**src/rtl/sram_fifo_ctrl.sv**
```systemverilog
// FIFO controller for a single-port synchronous SRAM (1-cycle read latency).
// Optional sticky overflow/underflow flags are built when SRAM_FIFO_CTRL_ERR_EN is defined.
module sram_fifo_ctrl #(
    parameter int WIDTH  = 8,
    parameter int ADDR_W = 3
) (
    input  logic              clk,
    input  logic              rst,
    input  logic              push_valid,
    input  logic [WIDTH-1:0]  push_data,
    output logic              push_ready,
    input  logic              pop_req,
    output logic              pop_ready,
    output logic              pop_data_valid,
    output logic [WIDTH-1:0]  pop_data,
    output logic              full,
    output logic              empty,
    output logic [ADDR_W:0]   count,
    output logic              sram_read,
    output logic              sram_write,
    output logic [ADDR_W-1:0] sram_addr,
    output logic [WIDTH-1:0]  sram_wdata,
    input  logic [WIDTH-1:0]  sram_rdata
`ifdef SRAM_FIFO_CTRL_ERR_EN
    ,
    output logic              overflow,
    output logic              underflow
`endif
);

    localparam logic [ADDR_W:0] FULL_CNT = {1'b1, {ADDR_W{1'b0}}};

    typedef struct packed {
        logic push;
        logic pop;
    } grant_t;

    logic [ADDR_W-1:0] wrPtr, rdPtr;
    logic              prio;
    logic              pushOk, popOk;
    grant_t            grant;

    assign full  = (count == FULL_CNT);
    assign empty = (count == '0);

    // One SRAM op per cycle; prio picks the winner only when both are eligible.
    always_comb begin
        pushOk     = push_valid && !full;
        popOk      = pop_req && !empty;
        grant      = '0;
        if (!rst) begin
            grant.push = pushOk && (!popOk || !prio);
            grant.pop  = popOk && !grant.push;
        end
    end

    assign push_ready = grant.push;
    assign pop_ready  = grant.pop;
    assign sram_write = grant.push;
    assign sram_read  = grant.pop;
    assign sram_addr  = grant.push ? wrPtr : rdPtr;
    assign sram_wdata = push_data;
    assign pop_data   = sram_rdata;

    always_ff @(posedge clk or posedge rst) begin
        if (rst) begin
            wrPtr          <= '0;
            rdPtr          <= '0;
            count          <= '0;
            prio           <= 1'b0;
            pop_data_valid <= 1'b0;
        end else begin
            if (grant.push)
                wrPtr <= wrPtr + ADDR_W'(1);
            if (grant.pop)
                rdPtr <= rdPtr + ADDR_W'(1);
            if (grant.push)
                count <= count + (ADDR_W+1)'(1);
            else if (grant.pop)
                count <= count - (ADDR_W+1)'(1);
            // Loser of a contended cycle wins the next contention.
            if (pushOk && popOk)
                prio <= ~prio;
            pop_data_valid <= grant.pop;
        end
    end

`ifdef SRAM_FIFO_CTRL_ERR_EN
    always_ff @(posedge clk or posedge rst) begin
        if (rst) begin
            overflow  <= 1'b0;
            underflow <= 1'b0;
        end else begin
            if (push_valid && full)
                overflow <= 1'b1;
            if (pop_req && empty)
                underflow <= 1'b1;
        end
    end
`endif

endmodule

```
**config.mk**
```make
export PLATFORM = sky130hd
export DESIGN_NAME = sram_fifo_ctrl
export DESIGN_NICKNAME = d
export VERILOG_FILES = /design/src/rtl/sram_fifo_ctrl.sv
export SDC_FILE = /design/constraint.sdc
export NUM_CORES = 1
export LEC_CHECK = 0
export BUFFER_PORTS_ARGS = -buffer_cell sky130_fd_sc_hd__buf_4
export CORE_MARGIN = 1.5
export CORE_UTILIZATION = 42
export CTS_CLUSTER_DIAMETER = 40
export CTS_CLUSTER_SIZE = 24
export DETAILED_ROUTE_END_ITERATION = 8
export HOLD_SLACK_MARGIN = 0.03
export PLACE_DENSITY = 0.83
export SLEW_MARGIN = 10
export SYNTH_ARGS = -nofsm -noshare
export SYNTH_HDL_FRONTEND = slang
export SYNTH_SLANG_ARGS = --single-unit
```
**constraint.sdc**
```tcl
create_clock -name clk -period 3.1 [get_ports clk]
set_input_delay 0.465 -clock clk [delete_from_list [all_inputs] [get_ports clk]]
set_output_delay 0.465 -clock clk [all_outputs]
set_load 0.1 [all_outputs]
```
==> results.md <==
Timing:
- The slew at the pin with the worst max-slew slack is between 0.5 and 0.6 ns.
- The highest attainable clock frequency is ~0.34 GHz.
- Setup violations remaining at the end of the flow were counted as 0.
- The setup TNS is 0 ns.
- The portion of the clock cycle consumed by the worst path in the final layout is 0.960.
- Clock skew on the completed layout was measured at just over 0.005 ns.
- The worst hold margin is around 0.24 ns.
- The headroom to the max-slew limit is 0.641.
- Setup repair after global routing left no endpoint under its margin.
- The hold violation count in the final report is 0.
- The routed design could run at a clock period as short as a little under 3 ns.
- The max-slew violation count is 0.

Routing:
- In the detailed route, the total length drawn on met3 is 111 um.
- After detailed routing, the average wire length per cell comes to roughly 14 um.
- The met2 wirelength from detailed routing is approximately 710 um.
- The post-detailed-route count of antenna-violating nets is 0.
- The highest routed metal layer is met4.
- The detailed-route vias per instance is 5.18.
- The met1 wire length is ~550 um.
- The detailed-route wire length is roughly 1.4 mm.
- The detailed-route DRC error count is 0.
- The number of vias in the routed layout is around 530.
- The first TritonRoute pass finished after 3 iterations.
- The first routing iteration left 12 violations.

Floorplanning:
- The area inside the core boundary is around 1800 um2.
- In this run the count of I/O pins placed on the die edge is 50.
- The row count is 15.
- The die area is ~2200 um2.
- The horizontal extent of the die is ~47 um.
- The overall die height is about 47 um.
- For this configuration, the core starts out at a cell density of 0.457.

Placed design:
- The congestion estimate from routability-driven global placement came to between 0.7 and 0.8.
- Input and output buffers added on the ports amount to 17.
- In this run the cell area measured after placement is just under 900 um2.
- Once placement completed, the tool counted placed cells totaling between 90 and 100.
- The detailed placement HPWL is between 1 and 1.5 mm.

Finish:
- The area used by multi-input combinational logic is 368 um2.
- The number of antenna diodes in the final layout is 0.
- The final standard cell area without fillers is 895 um2.
- Summing all flip-flop and latch instances after layout gives 315 um2.
- The layout net count is 103.
- In the final layout, the share of cells above drive strength 1 is 0.468.
- The post-route non-filler standard cell count is 102.
- The area growth from synthesis to layout is 9.83%.
- The count of filler cells inserted in the layout is between 150 and 200.

Synth:
- The commonest cells after synthesis are 18 x buf_4, 12 x dfrtp_1, 7 x mux2_2.
- After technology mapping, the gate count stands at 73.
- The largest total area in the synthesized netlist belongs to dfrtp_1.
- During synthesis, Yosys emitted a total of 0 warnings.
- Synthesis produced a netlist with a net count of between 90 and 100.
- Among all cell types in the netlist, the one instantiated most often is buf_4.
- Of the post-synthesis cell area, the dominant cell type holds 0.369.
- Counting flops and latches in the post-synthesis netlist gives 12.
- After synthesis, the share of flip-flops with an asynchronous set or reset is 1.00.
- The number of flops mapped to enable cells by yosys is 0.
- The post-synthesis sequential area ratio is 0.369.
- The synthesized cell area is a little over 800 um2.
- Sorting the synthesized cells by area gives the leading types as dfrtp_1 37%, buf_4 17%, mux2_2 9.7%.
- The count of unique library cells instantiated by Yosys is 22.
- The average footprint of a synthesized cell is ~11 um2.
- The commonest register cell after synthesis is dfrtp_1.

Global route:
- The global-route total usage across every layer is 0.147.
- After global routing the overflow that remains totals 0.
- The initial antenna violation count is 0.
- The pin count of the biggest net entering global routing is 14.
- The first global-routing pass estimated about 2.2 mm of wire.
- The via count of the first global-routing pass is ~540.

Run:
- Max-cap violations in this run came to 0.

Setup path:
- The length in cells of the worst reg-to-reg path is 8.
- Of all nets on the critical path, the largest fanout is 8.
- The critical path launch point type is a flop.
- The type of element capturing the critical path is an output pin.
- The critical path required time is about 2.6 ns.
- For the worst setup path, the data arrival time is about 2.5 ns.
- The path type of the worst setup path is flop to output pin.

Clocking:
- Counting the buffers created by CTS gives 3.
- The deepest clock path buffer count is 2.
- After clock tree synthesis, the setup repair step added 0 buffers.
- Clock tree synthesis found a total of 12 sinks.
- The quantity of hold-fixing buffers added after cts is 0.
- TritonCTS built the clock tree.
- The number of H-tree levels is 1.
- At the later pin of the worst-skew pair, clock insertion delay measures between 0.2 and 0.3 ns.
- The root buffer cell chosen for the clock tree is clkbuf_4.
- The count of instances resized after the clock tree is built is 0.
- Clock-pin slew was measured on the worst setup and hold paths at 0.08 ns.

Run status:
- The run finished with clean final reports.

Min path:
- The tightest min-delay check is of the input port to asynchronous set/reset pin type.
routing by layer:
metal | vias to the layer above | global-route usage
li1 | 242 | -
met1 | 252 | 0.156
met2 | 28 | 0.260
met3 | 6 | 0.0692
met4 | 0 | 0.0389
met5 | - | 0
cell type report:
type | count | area share
Clock buffer | 4 | 0.0294
Inverter | 4 | 0.0210
Multi-Input combinational cell | 39 | 0.411
Sequential cell | 12 | 0.352
Tap cell | 25 | 0.0350
Timing Repair Buffer | 18 | 0.151
sequential cells by signal, summed over array words and instances, names as in the netlist:
register,count
prio,1
count,4
wrPtr,3
rdPtr,3
pop_data_valid,1
worst max-delay path, cell delays in order, from the launching register on:
cell and delay, ns:
dfrtp_4 0.52, o41a_1 0.51, a2111oi_4 0.41, buf_4 0.22, mux2_2 0.34, buf_4 0.23
cells by family (layout without fill, tap and decap cells):
logic type | count (synthesis) | after routing | share of synthesized area
buffers and inverters | 22 | 26 | 0.184
DFF | 12 | 12 | 0.369
AOI/OAI and AO/OA | 10 | 10 | 0.117
and+or+nand+nor | 9 | 9 | 0.0615
xor gates and xnor gates | 8 | 8 | 0.0860
muxes | 7 | 7 | 0.0968
adders and majority gates | 5 | 5 | 0.0860
cell usage in the layout (no fill, tap or decap), types with 2 or more instances in the layout:
master    netlist  final
buf_4          18     18
dfrtp_1        12      8
mux2_2          7      7
xnor2_1         4      4
a21oi_1         4      4
xor2_1          4      4
ha_1            4      4
dfrtp_4         0      4
inv_1           4      3
clkbuf_4        0      3
nand2_1         2      2
nand3_1         2      2
path summary, 6_finish.rpt:
path | start | endpoint | slack [ns]
hold reg to reg | rdPtr[2] | rdPtr[2] | 0.49
min in group clk | rst | pop_data_valid | 0.46
hold / removal | rst | count[3] | 0.24
setup reg to reg | count[1] | count[3] | 0.45
setup / recovery | count[1] | sram_addr[0] | 0.12
max in group asynchronous | rst | count[0] | 2.50
stage by stage:
step / util / worst slack, ns
global route: 0.502 / 0.0234
CTS: 0.502 / 0.101
finish: 0.502 / 0.123
detailed placement: 0.487 / 0.411
global placement: 0.487 / 0.493
floorplan: - / -1.07
Power is left out: the tool's default activity adds up to more than one toggle a clock period on the data nets, which glitch-free logic cannot reach.
